File: src/rtl/uart_rx_fsm_if.sv
// Signal bundle between the UART receive control FSM and its neighbouring
// counter, sampler, checker and deserializer stages.
interface uart_rx_fsm_if;
    logic       rx_in;
    logic       PAR_EN;
    logic [5:0] prescale;
    logic [4:0] edge_cnt;
    logic [3:0] bit_cnt;
    logic       strt_glitch;
    logic       par_err;
    logic       stp_err;

    logic       edge_bit_enable;
    logic       dat_samp_en;
    logic       strt_chk_en;
    logic       par_chk_en;
    logic       stp_chk_en;
    logic       deser_en;
    logic       data_valid;
    logic       frame_err;

    modport master (
        output rx_in, PAR_EN, prescale, edge_cnt, bit_cnt, strt_glitch, par_err, stp_err,
        input  edge_bit_enable, dat_samp_en, strt_chk_en, par_chk_en, stp_chk_en, deser_en,
               data_valid, frame_err
    );

    modport slave (
        input  rx_in, PAR_EN, prescale, edge_cnt, bit_cnt, strt_glitch, par_err, stp_err,
        output edge_bit_enable, dat_samp_en, strt_chk_en, par_chk_en, stp_chk_en, deser_en,
               data_valid, frame_err
    );
endinterface

File: src/rtl/uart_rx_fsm.sv
// UART receive control FSM: walks start/data/parity/stop bit periods and flags each
// frame as valid (data_valid) or dropped (frame_err).
module uart_rx_fsm #(
    parameter int unsigned DATA_WIDTH = 8
) (
    input logic          clk,
    input logic          rst,
    uart_rx_fsm_if.slave bus
);
    typedef enum logic [2:0] {
        StIdle   = 3'd0,
        StStart  = 3'd1,
        StData   = 3'd2,
        StParity = 3'd3,
        StStop   = 3'd4,
        StValid  = 3'd5
    } state_e;

    localparam logic [3:0] LastBit = 4'(DATA_WIDTH);

    state_e state_q, state_d;
    logic   par_err_q, par_err_d;
    logic   frame_err_q, frame_err_d;
    logic   bit_done;

    // Last edge of the current bit period.
    assign bit_done = ({1'b0, bus.edge_cnt} == (bus.prescale - 6'd1));

    always_ff @(posedge clk or posedge rst) begin
        if (rst) begin
            state_q     <= StIdle;
            par_err_q   <= 1'b0;
            frame_err_q <= 1'b0;
        end else begin
            state_q     <= state_d;
            par_err_q   <= par_err_d;
            frame_err_q <= frame_err_d;
        end
    end

    assign bus.frame_err = frame_err_q;

    always_comb begin
        state_d             = state_q;
        par_err_d           = par_err_q;
        frame_err_d         = 1'b0;
        bus.edge_bit_enable = 1'b0;
        bus.dat_samp_en     = 1'b0;
        bus.strt_chk_en     = 1'b0;
        bus.par_chk_en      = 1'b0;
        bus.stp_chk_en      = 1'b0;
        bus.deser_en        = 1'b0;
        bus.data_valid      = 1'b0;

        case (state_q)
            StIdle: begin
                if (!bus.rx_in) begin
                    state_d   = StStart;
                    par_err_d = 1'b0;
                end
            end
            StStart: begin
                bus.edge_bit_enable = 1'b1;
                bus.dat_samp_en     = 1'b1;
                bus.strt_chk_en     = bit_done;
                if (bit_done) begin
                    state_d = bus.strt_glitch ? StIdle : StData;
                end
            end
            StData: begin
                bus.edge_bit_enable = 1'b1;
                bus.dat_samp_en     = 1'b1;
                bus.deser_en        = bit_done;
                if (bit_done && (bus.bit_cnt == LastBit)) begin
                    state_d = bus.PAR_EN ? StParity : StStop;
                end
            end
            StParity: begin
                bus.edge_bit_enable = 1'b1;
                bus.dat_samp_en     = 1'b1;
                bus.par_chk_en      = bit_done;
                if (bit_done) begin
                    state_d   = StStop;
                    par_err_d = bus.par_err;
                end
            end
            StStop: begin
                bus.edge_bit_enable = 1'b1;
                bus.dat_samp_en     = 1'b1;
                bus.stp_chk_en      = bit_done;
                if (bit_done) begin
                    if (bus.stp_err || par_err_q) begin
                        state_d     = StIdle;
                        frame_err_d = 1'b1;
                    end else begin
                        state_d = StValid;
                    end
                end
            end
            StValid: begin
                bus.data_valid = 1'b1;
                // A low line here is already the next frame's start bit.
                if (!bus.rx_in) begin
                    state_d   = StStart;
                    par_err_d = 1'b0;
                end else begin
                    state_d = StIdle;
                end
            end
            default: state_d = StIdle;
        endcase
    end
endmodule

File: src/flat_wrapper.sv
// flat-port wrapper written by rule: the top's interface ports become plain ports
module uart_rx_fsm_flat 
#(
    parameter int unsigned DATA_WIDTH = 8
)
  (clk, rst, bus_rx_in, bus_PAR_EN, bus_prescale, bus_edge_cnt, bus_bit_cnt, bus_strt_glitch, bus_par_err, bus_stp_err, bus_edge_bit_enable, bus_dat_samp_en, bus_strt_chk_en, bus_par_chk_en, bus_stp_chk_en, bus_deser_en, bus_data_valid, bus_frame_err);
  uart_rx_fsm_if bus_i ();
  input logic clk;
  input logic rst;
  input wire logic [$bits(bus_i.rx_in)-1:0] bus_rx_in;
  input wire logic [$bits(bus_i.PAR_EN)-1:0] bus_PAR_EN;
  input wire logic [$bits(bus_i.prescale)-1:0] bus_prescale;
  input wire logic [$bits(bus_i.edge_cnt)-1:0] bus_edge_cnt;
  input wire logic [$bits(bus_i.bit_cnt)-1:0] bus_bit_cnt;
  input wire logic [$bits(bus_i.strt_glitch)-1:0] bus_strt_glitch;
  input wire logic [$bits(bus_i.par_err)-1:0] bus_par_err;
  input wire logic [$bits(bus_i.stp_err)-1:0] bus_stp_err;
  output wire logic [$bits(bus_i.edge_bit_enable)-1:0] bus_edge_bit_enable;
  output wire logic [$bits(bus_i.dat_samp_en)-1:0] bus_dat_samp_en;
  output wire logic [$bits(bus_i.strt_chk_en)-1:0] bus_strt_chk_en;
  output wire logic [$bits(bus_i.par_chk_en)-1:0] bus_par_chk_en;
  output wire logic [$bits(bus_i.stp_chk_en)-1:0] bus_stp_chk_en;
  output wire logic [$bits(bus_i.deser_en)-1:0] bus_deser_en;
  output wire logic [$bits(bus_i.data_valid)-1:0] bus_data_valid;
  output wire logic [$bits(bus_i.frame_err)-1:0] bus_frame_err;
  assign bus_i.rx_in = bus_rx_in;
  assign bus_i.PAR_EN = bus_PAR_EN;
  assign bus_i.prescale = bus_prescale;
  assign bus_i.edge_cnt = bus_edge_cnt;
  assign bus_i.bit_cnt = bus_bit_cnt;
  assign bus_i.strt_glitch = bus_strt_glitch;
  assign bus_i.par_err = bus_par_err;
  assign bus_i.stp_err = bus_stp_err;
  assign bus_edge_bit_enable = bus_i.edge_bit_enable;
  assign bus_dat_samp_en = bus_i.dat_samp_en;
  assign bus_strt_chk_en = bus_i.strt_chk_en;
  assign bus_par_chk_en = bus_i.par_chk_en;
  assign bus_stp_chk_en = bus_i.stp_chk_en;
  assign bus_deser_en = bus_i.deser_en;
  assign bus_data_valid = bus_i.data_valid;
  assign bus_frame_err = bus_i.frame_err;
  uart_rx_fsm #(.DATA_WIDTH(DATA_WIDTH)) u_core (.clk(clk), .rst(rst), .bus(bus_i));
endmodule
File: config.mk
export PLATFORM = sky130hd
export DESIGN_NAME = uart_rx_fsm_flat
export DESIGN_NICKNAME = d
export VERILOG_FILES = /design/src/rtl/uart_rx_fsm_if.sv /design/src/rtl/uart_rx_fsm.sv /design/src/flat_wrapper.sv
export SDC_FILE = /design/constraint.sdc
export NUM_CORES = 1
export LEC_CHECK = 0
export ABC_AREA = 1
export CAP_MARGIN = 10
export CORE_MARGIN = 4
export CORE_UTILIZATION = 36
export DETAILED_ROUTE_END_ITERATION = 10
export GPL_TIMING_DRIVEN = 0
export PLACE_DENSITY = 0.75
export SLEW_MARGIN = 25
export SYNTH_ARGS = -nofsm -noshare
export SYNTH_HDL_FRONTEND = slang
export SYNTH_SLANG_ARGS = --single-unit
File: constraint.sdc
create_clock -name clk -period 1.47 [get_ports clk]
set_clock_uncertainty 0.15 [all_clocks]
set_input_delay 0.2205 -clock clk [delete_from_list [all_inputs] [get_ports clk]]
set_output_delay 0.2205 -clock clk [all_outputs]
set_load 0.005 [all_outputs]
* Yosys cells after proc, flatten, opt, wreduce, memory -nomap -nowiden
Index checks and enable logic that the tools add are counted.
** Operators by class
- Add/subtract/negate cells :: 1
- Equality and inequality tests :: 13
- Multiplexer cells :: 22
- Reductions and logical operators :: 8
** Operators by type and width (count)
- $mux W3 :: 7
- $pmux W3 S6 :: 1
- $mux W1 :: 12
- $ne A2 B1 Y1 const B :: 4
- $eq A3 B2 Y1 const B :: 2
- $eq A3 B3 Y1 const B :: 2
- $eq A5 B6 Y1 :: 1
- $sub A6 B1 Y6 const B :: 1
- $reduce_and A5 Y1 :: 1
- $eq A4 B4 Y1 const B :: 1
- $ne A2 B2 Y1 const B :: 2
- $reduce_or A4 Y1 :: 1
- $eq A3 B1 Y1 const B :: 1
- $logic_not A3 Y1 :: 1
- $reduce_and A3 Y1 :: 1
- $mux W2 :: 1
- $pmux W1 S2 :: 1
- $reduce_bool A2 Y1 :: 1
- $reduce_or A2 Y1 :: 1
- $logic_and A1 B1 Y1 :: 1
- $logic_or A1 B1 Y1 :: 1
** Storage, ports and cells
- Register bits after elaboration :: 5
- Bits of input ports :: 22
- Output and inout port bits :: 8
- Logic and storage cells :: 47

* Depth between registers and ports, before layout
Gate-level depths: netlist (run 1).
- Depth in word-level cells :: 5
- Gate-level depth with buffers :: 13
- Mapped depth without buffers :: 13

* Worst setup path after synthesis (run 1)
OpenSTA, ideal clock, no wires.
- Kind :: in2out
- From :: in bus_prescale[0]
- To :: out bus_deser_en
- Data arrival time :: 1202 ps
- Path slack :: -103 ps
- Cell stages on the path :: 10
- Buffers on the path :: 0
- Cells stage by stage :: inv_2 > ha_1 > inv_1 > nand2_1 > nand2_1 > nor2_4 > nand2_2 > nor2_4 > nand3_4 > nor2_1
** Between the ends
- Word-level cells in the longest chain between the ends :: 3
** RTL lines
- start, declared :: RTL line flat_wrapper.sv:12 : input wire logic [$bits(bus_i.prescale)-1:0] bus_prescale;
- $sub A6 B1 Y6 :: RTL line uart_rx_fsm.sv:27 : assign bit_done = ({1'b0, bus.edge_cnt} == (bus.prescale - 6'd1));
- $eq A5 B6 Y1 :: RTL line uart_rx_fsm.sv:27
- $mux W1 :: RTL line uart_rx_fsm.sv:55 : case (state_q)
- end, declared :: RTL line flat_wrapper.sv:23 : output wire logic [$bits(bus_i.deser_en)-1:0] bus_deser_en;
Every way passes these cells.

* Worst setup path in the final report (run 1)
- From :: in bus_prescale[4]
- To :: out bus_par_chk_en
** Between the ends
- Word-level cells in the longest chain between the ends :: 3
** RTL lines
- $sub A6 B1 Y6 :: RTL line uart_rx_fsm.sv:27
- $eq A5 B6 Y1 :: RTL line uart_rx_fsm.sv:27
- $mux W1 :: RTL line uart_rx_fsm.sv:55
- end, declared :: RTL line flat_wrapper.sv:21 : output wire logic [$bits(bus_i.par_chk_en)-1:0] bus_par_chk_en;
Every way passes these cells.

==> results of run 1 <==
==> how the worst max path moves through the flow <==
stage,from,endpoint,cells past startpoint
4_1_cts,bus_prescale[0],bus_par_chk_en,13
3_5_place_dp,bus_prescale[0],bus_par_chk_en,12
5_1_grt,bus_prescale[4],bus_par_chk_en,8
6_report,bus_prescale[4],bus_par_chk_en,8
2_1_floorplan,bus_prescale[0],u_core.state_q[1]$_DFFE_PP0P_,13
3_3_place_gp,bus_prescale[0],bus_par_chk_en,12
==> area by class of cell <==
cell class / count / area [um2] / area share (%)
buffer: 1 / 11.3 / 0.890
clock buffer: 4 / 26.3 / 2.08
inverter: 22 / 97.6 / 7.72
multi-input combinational: 80 / 504 / 39.9
sequential: 5 / 126 / 9.99
tap: 16 / 20.0 / 1.58
timing repair buffer: 52 / 479 / 37.9
==> Yosys cell counts (2+ instances only) <==
library cell  instances  share of area (%)
dfrtp_1               5                 20
inv_1                20                 12
inv_2                 2                1.2
nand2_1              38                 23
nand2_2               2                2.0
nand3_1               9                7.1
nand3b_1              2                2.4
nand4_1               2                2.0
nor2_1               12                7.1
nor2_4                3                5.4
nor3_1                2                1.6
==> logic make-up (layout without fill, tap and decap cells) <==
logic type / count (synthesis) / count (layout) / synth area share [%]
AOI/OAI and AO/OA: 3 / 3 / 2.98
and+or+nand+nor: 75 / 75 / 58.3
xor gates and xnor gates: 1 / 1 / 2.58
adders and majority gates: 1 / 1 / 1.98
DFF: 5 / 5 / 19.8
buffers and inverters: 23 / 79 / 14.3
==> power by group <==
group	switching, uW	internal [uW]	total, uW
Sequential	43.5	177	220
Combinational	637	588	1220
Clock	56.5	103	159
Total	737	867	1600
==> flip-flops by register name, summed over array words and instances (netlist names) <==
register / count
u_core.bus.frame_err: 1
u_core.par_err_q: 1
u_core.state_q: 3
==> per-layer routing <==
metal | GRT usage, % | vias to the layer above | wire length [um]
met5 | 0 | - | 0
met4 | 14.3 | 0 | 142
met3 | 3.61 | 18 | 216
met2 | 34.1 | 67 | 1270
met1 | 21.9 | 431 | 974
li1 | - | 443 | -
==> what timing repair did <==
action | CTS | global route
setup buffers | 23 | 5
setup endpoints to repair | 12 | 13
pin swaps | 20 | 16
resized for setup | 74 | 12
hold endpoints to repair | 0 | 0
==> critical path, delay by kind of cell <==
kind / cells / cell delay [ns]
and+or+nand+nor: 4 / 0.49
buffers and inverters: 3 / 0.55
xor gates and xnor gates: 1 / 0.21
==> cell usage in the layout (no fill, tap or decap), drive strengths merged <==
cell / instances
o22ai: 1
dlygate4sd2: 5
nand2: 41
dlymetal6s2s: 1
nand4: 2
dfrtp: 5
nor4: 1
o21ai: 1
inv: 22
o211ai: 1
nand3: 11
nor2: 16
clkdlybuf4s50: 12
ha: 1
nor3: 2
clkbuf: 5
xor2: 1
clkdlybuf4s15: 1
buf: 33
nand3b: 2
==> metrics by stage <==
step	TNS [ns]	std cells	area (um2)	utilization, %
6_report	-3.25	180	1260	80.2
5_1_grt	-3.75	180	1260	80.2
4_1_cts	-3.11	176	1210	77.0
3_5_place_dp	-10.33	153	978	62.1
3_3_place_gp	-9.98	153	978	62.1
2_1_floorplan	-0.243	108	668	-
==> metrics.txt, run 1 <==
number of global-route vias before repair ~890; Max-cap violations 0; internal reg-to-reg setup slack -0.30 ns; TritonCTS sink count 5; Initial Utilization ~40%; max_slew headroom roughly 84%; post-layout total power between 1500 and 2000 uW; DRC Markers 0; share of layout cells above drive strength 1 between 40 and 50%; Post-synth top flop dfrtp_1; detailed-route via count 959; core area roughly 0.0016 mm2; # rows 14; CP endpoint kind output port; # fillers roughly 110; CTS tree built; Yosys reg bits 5; RR Startpoint u_core.state_q[2]$_DFFE_PP0P_; setup violators final 11; CTS Buf Count 3; RR Endpoint u_core.par_err_q$_DFFE_PP0P_; Routed wire per std cell between 10 and 15 um; GR Overflow Total 0; vias per cell roughly 5.3; worst hold-check slack between 0.02 and 0.03 ns; Final ANT Viol Nets 0; Pleak ~0.00066 uW; Final WS setup -0.381 ns; max incr delay on CP slightly below 0.3 ns; worst slew pin tran between 0.2 and 0.25 ns; Post-Route WL ~2600 um; final period utilization 126%; outcome complete, but fails checks; hpwl dp 1380 um; Slew Limit Fails 0; drt pass-1 iters 6; Critical-path top delay cell dlygate4sd2_1; DRT iter0 DRCs 50; worst min path class input port to asynchronous set/reset pin; Layout Nets 188; startpoint types input port; worst endpoint required time 1.10 ns; Die W around 50 um; Syn Inst Count 108; failing checks negative setup slack; R2R cell count 11; Die Area ~0.0025 mm2; Arr. time, crit path 1.48 ns; dpl ws -1.35 ns; Max FO, Critical Path 3; critical path class input port to output port; Mean Syn Cell Area between 5 and 6 um2; EDFF count, synth 0; antenna violations before repair 0; peak supply drop ~0.00076 V; CTS clk-pin slew, worst paths ~0.04 ns; crit path cell chain dlygate4sd2_1 -> nor2_1 -> nand3_1 -> xor2_2 -> nand3_4 -> buf_6 -> nor2_4 -> buf_2; largest net degree at the start of global routing 6; synthesis warning total 0; Post-Syn Area between 600 and 700 um2; Async SR Flop Fraction 100%; H-tree depth 1; clk_lat worst skew 0.24 ns; sequential cell area fraction in the yosys report between 10% and 20%; min Tclk post-route ~1.9 ns; ant diodes 0; first-pass GRT wire length roughly 3800 um; PD cells ~1300 mW/mm2; Ports 30; buffers added on ports 29; RSZ-0062 raised after global routing true; synthesis-to-finish area growth 101%; fmax between 500 and 600 MHz; hold_buf cts 0; synth unique cells 22; final-report hold violation count 0; Syn Nets roughly 130; clk root buf clkbuf_4; Final GP Congestion 0.808; Die Height about 50 um; GRT Util Overall between 10% and 20%; CTS max path bufs 2
Power figures use the tool's default switching activity.
==> run 2, diff against run 1 <==
--- a/config.mk
+++ b/config.mk
@@ -16,3 +16,4 @@
 export SYNTH_ARGS = -nofsm -noshare
 export SYNTH_HDL_FRONTEND = slang
 export SYNTH_SLANG_ARGS = --single-unit
+export TNS_END_PERCENT = 50
==> metrics.txt, run 2 (synthesized netlist as in run 1, its figures left out) <==
vias per cell a little over 5; Final GP Congestion ~0.8; worst slew pin tran about 0.30 ns; H-tree depth 1; Int Pwr 784 uW; sw frac 47.0%; drt pass-1 iters 4; Initial Utilization around two fifths; final-report hold violation count 0; clk root buf clkbuf_4; Max FO, Critical Path 4; Ports 30; number of global-route vias before repair 769; critical path class input port to output port; Pleak 0.000616 uW; Comb power frac between 70% and 80%; final period utilization 124%; largest register by flop count u_core.state_q; Die Area 0.00249 mm2; GR Overflow Total 0; commonest cells after routing, fill and taps aside 29 x nand2_1, 14 x inv_1, 13 x buf_4; Routed wire per std cell 14.0 um; CTS clk-pin slew, worst paths 0.05 ns; GRT Util Overall between 10% and 20%; sequential share of power 16.7%; Slew Limit Fails 0; first-pass GRT wire length about 3300 um; post-layout total power between 1000 and 1500 uW; Critical-path top delay cell ha_4; worst min path class input port to asynchronous set/reset pin; antenna violations before repair 0; PD cells around 1200 mW/mm2; ant diodes 0; synthesis-to-finish area growth 94.2%; min Tclk post-route ~1.8 ns; crit path cell chain buf_12 -> inv_12 -> ha_4 -> inv_2 -> nand2_2 -> nand2_2 -> nor2_4 -> nand2_2 -> nor2_4 -> nand3_4 -> buf_6 -> nor2_4 -> buf_2; Clk pwr share 10.7%; worst endpoint required time around 1.1 ns; DRT iter0 DRCs 26; largest net degree at the start of global routing 6; # fillers 118; CP endpoint kind output port; setup violators final 10; peak supply drop a little over 0.0008 V; DRC Markers 0; core area 0.00158 mm2; max incr delay on CP approximately 0.25 ns; startpoint types input port; net switching power a little under 700 uW; outcome complete, but fails checks; commonest non-fill, non-tap cell in the layout nand2_1; Layout Nets 180; max_slew headroom 79.8%; Post-Route WL 2410 um; fmax about 550 MHz; CTS max path bufs 2; hpwl dp between 1000 and 1500 um; failing checks negative setup slack; CTS Buf Count 3; CTS tree built; # rows 14; Max-cap violations 0; Die Height around 50 um; Die W 49.9 um; share of layout cells above drive strength 1 44.9%; setup TNS -1.94 ns; Final WS setup -0.346 ns; TritonCTS sink count 5; Final ANT Viol Nets 0; buffers added on ports 29; clk_lat worst skew between 0.2 and 0.25 ns; Arr. time, crit path roughly 1.5 ns; dpl ws -1.31 ns; RSZ-0062 raised after global routing true; detailed-route via count approximately 900; max FFs per register 3
==> run 2: cell type report <==
cell class	count	area, um2	share of cell area (%)
clock buffers	4	26.3	2.15
inverters	22	100	8.17
well taps	16	20.0	1.63
multi-input cells	80	547	44.6
plain buffers	1	11.3	0.919
repair buffers	44	393	32.1
flip-flops and latches	5	128	10.4
==> run 2: critical path, delay by kind of cell <==
kind | cells | cell delay, ns
adders and majority gates | 1 | 0.25
buffers and inverters | 5 | 0.41
and+or+nand+nor | 7 | 0.54
==> run 2: worst paths after layout <==
| check | start | end | slack [ns] | depth (start not counted) |
|---|---|---|---|---|
| worst max register to register | u_core.state_q[2]$_DFFE_PP0P_ | u_core.par_err_q$_DFFE_PP0P_ | -0.07 | 9 |
| min in group clk | bus_par_err | u_core.par_err_q$_DFFE_PP0P_ | 0.41 | 3 |
| max in group asynchronous | rst | u_core.state_q[1]$_DFFE_PP0P_ | 0.96 | 2 |
| worst min-delay path | rst | u_core.bus.frame_err$_DFF_PP0_ | 0.03 | 2 |
| worst max-delay path | bus_prescale[0] | bus_par_chk_en | -0.35 | 13 |
| worst min register to register | u_core.state_q[0]$_DFFE_PP0P_ | u_core.state_q[0]$_DFFE_PP0P_ | 0.45 | 2 |
==> run 2: metrics by stage <==
step                std cells  hold WS, ns  util (%)  cell area [um2]
detailed placement        153        0.292      62.1              978
global placement          153        0.276      62.1              978
floorplan                 108       -0.151         -              668
CTS                       167       0.0348      70.0             1100
finish                    172       0.0264      77.7             1220
global route              172       0.0401      77.7             1220
==> run 2: power by group through the flow <==
stage	sequential, uW	combinational, uW	clock [uW]
global placement	212	682	0
CTS	228	838	162
floorplan	200	455	0
global route	252	1160	175
finish	248	1070	159
detailed placement	212	697	0
==> run 2: layer usage <==
layer	vias to the layer above	global-route usage (%)	share of wire [%]
met5	-	0	0
met4	0	8.29	1.6
met3	4	2.71	7.5
met2	42	30.0	50
met1	401	20.8	41
li1	427	-	-
==> run 2: what timing repair did <==
action / in CTS / in global routing
setup buffers: 10 / 5
resized for setup: 58 / 29
endpoints found under the setup margin: 12 / 12
pin swaps: 13 / 13
hold buffers: 0 / 0
==> run 3, diff against run 2 <==
--- a/config.mk
+++ b/config.mk
@@ -10,6 +10,7 @@
 export CORE_MARGIN = 4
 export CORE_UTILIZATION = 36
 export DETAILED_ROUTE_END_ITERATION = 10
+export GPL_ROUTABILITY_DRIVEN = 0
 export GPL_TIMING_DRIVEN = 0
 export PLACE_DENSITY = 0.75
 export SLEW_MARGIN = 25
==> results of run 3 <==
Final layout, timing and power as in run 2 (identical DEF).
==> RTL edit 1 (config.mk and constraints of run 1) <==
Re-encode `state_e` (6 states) as one-hot, 6 bits wide.
--- a/src/rtl/uart_rx_fsm.sv
+++ b/src/rtl/uart_rx_fsm.sv
@@ -7,13 +7,13 @@
     input logic          rst,
     uart_rx_fsm_if.slave bus
 );
-    typedef enum logic [2:0] {
-        StIdle   = 3'd0,
-        StStart  = 3'd1,
-        StData   = 3'd2,
-        StParity = 3'd3,
-        StStop   = 3'd4,
-        StValid  = 3'd5
+    typedef enum logic [5:0] {
+        StIdle   = 6'b000001,
+        StStart  = 6'b000010,
+        StData   = 6'b000100,
+        StParity = 6'b001000,
+        StStop   = 6'b010000,
+        StValid  = 6'b100000
     } state_e;
 
     localparam logic [3:0] LastBit = 4'(DATA_WIDTH);
Check against the original RTL: no difference found for any inputs over 10 cycles, from zero or initial values and one cycle with rst high; not proved beyond that.
==> RTL edit 1 against run 1 <==
The run still ends with negative setup slack left; register-to-register slack got worse by 20 ps; final area up 18%; setup slack worse by 85 ps; maximum frequency is 4.4% lower; via count increased by 13%; routed wire length grew 14%; power decreased by 7.9%; non-clock buffer count shrank 2; synthesized area rose by 30%; count of clock-buffer cells in the layout unchanged; die area increased by 25%; sequential share of layout area increased by 3.6 points; sequential cell count up 3; largest cell class unchanged.
==> RTL edit 1: results (changes against run 1) <==
| Metric | Value |
|---|---|
| Total Routing Usage GR | `0.176 (was 0.199)` |
| Htree depth | `1 (unchanged)` |
| Syn Inst Count | `142 (was 108)` |
| Clk root buf | `clkbuf_4 (unchanged)` |
| Setup violators final | `14 (was 11)` |
| Sw frac | `0.443 (was 0.459)` |
| Yosys reg bits | `8 (was 5)` |
| Sequential cell area fraction in the yosys report | `0.246 (was 0.198)` |
| Final worst-path setup slack | `-465 ps (was -381 ps)` |
| CTS clk-pin slew, worst paths | `70 ps (was 40 ps)` |
| Total Wirelength | `2970 µm (was 2610 µm)` |
| Slew HR | `0.778 (was 0.842)` |
| Fillers | `145 (was 106)` |
| Unique masters post-synth | `19 (was 22)` |
| Syn Nets | `165 (was 131)` |
| Arr. time, crit path | `1560 ps (was 1480 ps)` |
| Dominant cells by area after synthesis | `dfrtp_1, nand2_1, inv_1, nor2_1, nand3_1 (was nand2_1, dfrtp_1, inv_1, nand3_1, nor2_1)` |
| Skew-Pair Late Insertion Delay | `270 ps (was 240 ps)` |
| Initial antenna violation count | `0 (unchanged)` |
| Status | `finished, violations left (unchanged)` |
| Iteration-0 DRC Markers | `35 (was 50)` |
| First-pass GRT wire length | `4450 µm (was 3770 µm)` |
| Top reg by flops | `u_core.state_q (unchanged)` |
| Vias | `1087 (was 959)` |
| CTS max path bufs | `2 (unchanged)` |
| Ant. Diodes | `0 (unchanged)` |
| Ys async rst share | `1.00 (unchanged)` |
| Most frequent cells after synthesis | `nand2_1, inv_1, nor2_1 (unchanged)` |
| Detailed Place HPWL | `1670 µm (was 1380 µm)` |
| Largest net degree at the start of global routing | `9 (was 6)` |
| Dpl cells | `198 (was 153)` |
| GP Congestion | `0.889 (was 0.808)` |
| Router iterations before antenna repair | `4 (was 6)` |
| Failing checks | `negative setup slack (unchanged)` |
| Vias in the first global route | `971 (was 886)` |
| Layout cell share with drive strength beyond 1 | `0.418 (was 0.421)` |
| Crit path max fanout | `3 (unchanged)` |
| FF-to-FF path depth | `10 (was 11)` |
| Non-filler cells, final | `223 (was 180)` |
| Max FFs per register | `6 (was 3)` |
| Leak | `0.801 nW (was 0.664 nW)` |
| Worst hold path class | `in2async (unchanged)` |
| Placed cell area | `1180 µm² (was 978 µm²)` |
| # port buffers | `29 (unchanged)` |
| Maximum VDD drop | `0.615 mV (was 0.764 mV)` |
-- RTL edit 1: area by class of cell --
class                           count  area (µm²)  share of cell area
Sequential cell                     8         203               0.136
Multi-Input combinational cell    102         632               0.424
Buffer                              1        7.51             0.00503
Tap cell                           27        33.8              0.0227
Timing Repair Buffer               50         458               0.307
Inverter                           31         131              0.0881
Clock buffer                        4        26.3              0.0176
-- RTL edit 1: worst max-delay path, stage by stage (launching register included) --
cell and delay (ps):
dfrtp_1 390, inv_1 120, nand2_2 90, nor2_2 140
nand3_2 150, nand4_1 180, buf_4 140, buf_6 80
-- RTL edit 1: worst paths after layout --
check / slack (ps) / to / start
max in group asynchronous: 810 / u_core.state_q[0] / rst
worst min register to register: 360 / u_core.par_err_q / u_core.par_err_q
worst min-delay path: 60 / u_core.state_q[5] / rst
worst max register to register: -320 / u_core.state_q[4] / u_core.state_q[2]
min in group clk: 360 / u_core.par_err_q / u_core.par_err_q
worst max-delay path: -470 / bus_edge_bit_enable / u_core.state_q[2]
-- RTL edit 1: power by group through the flow --
stage | Sequential [mW] | Clock (mW) | Combinational, mW
floorplan | 0.302 | 0 | 0.359
global placement | 0.305 | 0 | 0.537
detailed placement | 0.308 | 0 | 0.551
CTS | 0.310 | 0.191 | 0.750
global route | 0.322 | 0.210 | 1.01
finish | 0.318 | 0.208 | 0.950
-- RTL edit 1: repair_timing --
| item | 4_1_cts | 5_1_grt |
|---|---|---|
| setup buffers | 17 | 6 |
| setup endpoints to repair | 15 | 16 |
| gates resized for setup | 75 | 24 |
| pin swaps | 16 | 17 |
-- RTL edit 1: layer usage --
layer / up-vias / GRT usage / part of all wire
met2: 42 / 0.333 / 0.51
met3: 7 / 0.0186 / 0.055
met1: 493 / 0.205 / 0.41
met4: 0 / 0.0521 / 0.020
li1: 545 / - / -
met5: - / 0 / 0
-- RTL edit 1: stage by stage --
stage	setup TNS, ps	setup slack [ps]
detailed placement	-13570	-1360
CTS	-3330	-419
global placement	-13710	-1390
global route	-5830	-516
finish	-4540	-465
floorplan	-371	-57.8
-- RTL edit 1: kinds of logic after synthesis --
family | share of synthesized area
AO/OA/AOI/OAI | 0.0275
buffers and inverters | 0.151
flip-flops | 0.246
adder cells (fa/ha/maj) | 0.0153
AND/OR/NAND/NOR | 0.560
==> RTL edit 2 (settings of run 1) <==
Without the edit above. `DATA_WIDTH` is set to 8 in 2 places; all go to 7.
--- a/src/rtl/uart_rx_fsm.sv
+++ b/src/rtl/uart_rx_fsm.sv
@@ -1,7 +1,7 @@
 // UART receive control FSM: walks start/data/parity/stop bit periods and flags each
 // frame as valid (data_valid) or dropped (frame_err).
 module uart_rx_fsm #(
-    parameter int unsigned DATA_WIDTH = 8
+    parameter int unsigned DATA_WIDTH = 7
 ) (
     input logic          clk,
     input logic          rst,
--- a/src/flat_wrapper.sv
+++ b/src/flat_wrapper.sv
@@ -1,7 +1,7 @@
 // flat-port wrapper written by rule: the top's interface ports become plain ports
 module uart_rx_fsm_flat 
 #(
-    parameter int unsigned DATA_WIDTH = 8
+    parameter int unsigned DATA_WIDTH = 7
 )
   (clk, rst, bus_rx_in, bus_PAR_EN, bus_prescale, bus_edge_cnt, bus_bit_cnt, bus_strt_glitch, bus_par_err, bus_stp_err, bus_edge_bit_enable, bus_dat_samp_en, bus_strt_chk_en, bus_par_chk_en, bus_stp_chk_en, bus_deser_en, bus_data_valid, bus_frame_err);
   uart_rx_fsm_if bus_i ();
Function: changed (Yosys sat finds a counterexample within 4 cycles, from zero or initial values and one cycle with rst high).
==> RTL edit 2 against run 1 <==
The flow still finishes with violations (negative setup slack); final area is 2.2% lower; non-clock buffer count down 4; routed wire length decreased by 6.1%; power up 0.31%; count of clock-buffer cells in the layout did not move; setup slack got worse by 43 ps; synthesized area fell by 1.4%; sequential cell count did not move; global-route usage shrank 0.53 points.
==> RTL edit 2: results (changes against run 1) <==
| Metric | Value |
|---|---|
| Status | `finished, violations left (unchanged)` |
| Failing checks | `negative setup slack (unchanged)` |
| Setup violators final | `11 (unchanged)` |
| Syn Nets | `132 (was 131)` |
| Final worst-path setup slack | `-424 ps (was -381 ps)` |
| Crit path max fanout | `4 (was 3)` |
| Beginning of the critical path | `bus_prescale[0] (was bus_prescale[4])` |
| Worst hold slack | `28.0 ps (was 28.8 ps)` |
| Critical R2R Capture | `u_core.state_q[2] (was u_core.par_err_q)` |
| GR Layer Usage met2 | `0.368 (was 0.341)` |
| Largest net degree at the start of global routing | `7 (was 6)` |
| Crit-path max cell delay | `250 ps (was 290 ps)` |
| Sequential cell area fraction in the yosys report | `0.201 (was 0.198)` |
| Worst slew pin tran | `349 ps (was 234 ps)` |
| Vias per cell | `5.12 (was 5.33)` |
| Unique masters post-synth | `20 (was 22)` |
| Dominant cells by area after synthesis | `nand2_1, dfrtp_1, inv_1, nor2_1, nand3_1 (was nand2_1, dfrtp_1, inv_1, nand3_1, nor2_1)` |
| Flop2flop setup slack | `-330 ps (was -300 ps)` |
| Maximum VDD drop | `0.721 mV (was 0.764 mV)` |
| GRT met3 Usage | `0.0120 (was 0.0361)` |
| Vias in the first global route | `853 (was 886)` |
| Met1 Resource Use GR | `0.225 (was 0.219)` |
| Leak | `0.620 nW (was 0.664 nW)` |
| Top delay family on crit path | `simple AND/OR/NAND/NOR gates (was buffers and inverters)` |
| Detailed Place HPWL | `1360 µm (was 1380 µm)` |
| Total Routing Usage GR | `0.194 (was 0.199)` |
| First-pass GRT wire length | `3690 µm (was 3770 µm)` |
| Router iterations before antenna repair | `4 (was 6)` |
| Reg2reg start | `u_core.state_q[1] (was u_core.state_q[2])` |
| Layout cell share with drive strength beyond 1 | `0.435 (was 0.421)` |
| Nets | `185 (was 188)` |
==> RTL edit 2: cell types whose count changed in the layout (fill, tap and decap cells not counted), moves of 2 or more <==
cell	delta
nand2_1	-5
buf_6	-4
inv_1	-3
nor2_1	+4
nor2_2	+2
nand3_1	+3
==> RTL edit 2: how the worst max path moves through the flow <==
stage | endpoint | slack [ps] | depth (start not counted)
after floorplan | u_core.state_q[1] | -40 | 13
after CTS | bus_stp_chk_en | -390 | 13
final | bus_stp_chk_en | -420 | 13
after global routing | bus_par_chk_en | -490 | 13
after global placement | bus_deser_en | -1310 | 12
after detailed placement | bus_strt_chk_en | -1350 | 12
==> RTL edit 2: stage by stage <==
step | cells | setup TNS (ps) | area (µm²)
6_report | 177 | -3030 | 1240
5_1_grt | 177 | -3830 | 1240
4_1_cts | 176 | -2750 | 1190
3_5_place_dp | 154 | -10700 | 960
3_3_place_gp | 154 | -10370 | 960
2_1_floorplan | 109 | -170 | 649
==> RTL edit 2: logic make-up after synthesis <==
kind of cell | share of synthesized area
compound gates | 0.0282
xor+xnor | 0.0262
fa+ha+maj | 0.0201
buf+inv | 0.133
flops | 0.201
simple gates | 0.592
==> RTL edit 2: area by class of cell <==
class | count | area [µm²]
Buffer | 1 | 11.3
Clock buffer | 4 | 26.3
Fill cell | 121 | 339
Inverter | 20 | 92.6
Multi-Input combinational cell | 83 | 517
Sequential cell | 5 | 128
Tap cell | 16 | 20.0
Timing Repair Buffer | 48 | 443
==> RTL edit 2: repair_timing <==
action                     in CTS  in global routing
buffers inserted               19                  3
hold buffers                    0                  0
pin swaps                      14                 13
resized for setup              76                 18
setup endpoints to repair      12                 12
==> RTL edit 2: where the power goes <==
part	total (mW)	switching (mW)	leakage (nW)	internal (mW)
Combinational	1.23	0.639	0.541	0.594
Sequential	0.222	0.0445	0.0640	0.178
Clock	0.155	0.0523	0.0150	0.102
==> RTL edit 2: worst register-to-register path, delay by kind of cell (launching register included) <==
kind | cells | cell delay (ps)
buffers and inverters | 5 | 490
AOI/OAI and AO/OA | 1 | 150
DFF | 1 | 430
and+or+nand+nor | 5 | 500
==> RTL edit 2: layer usage <==
metal	vias up	wire (µm)
met2	47	1300
met5	-	0
met4	0	25
met1	414	931
li1	439	-
met3	6	187
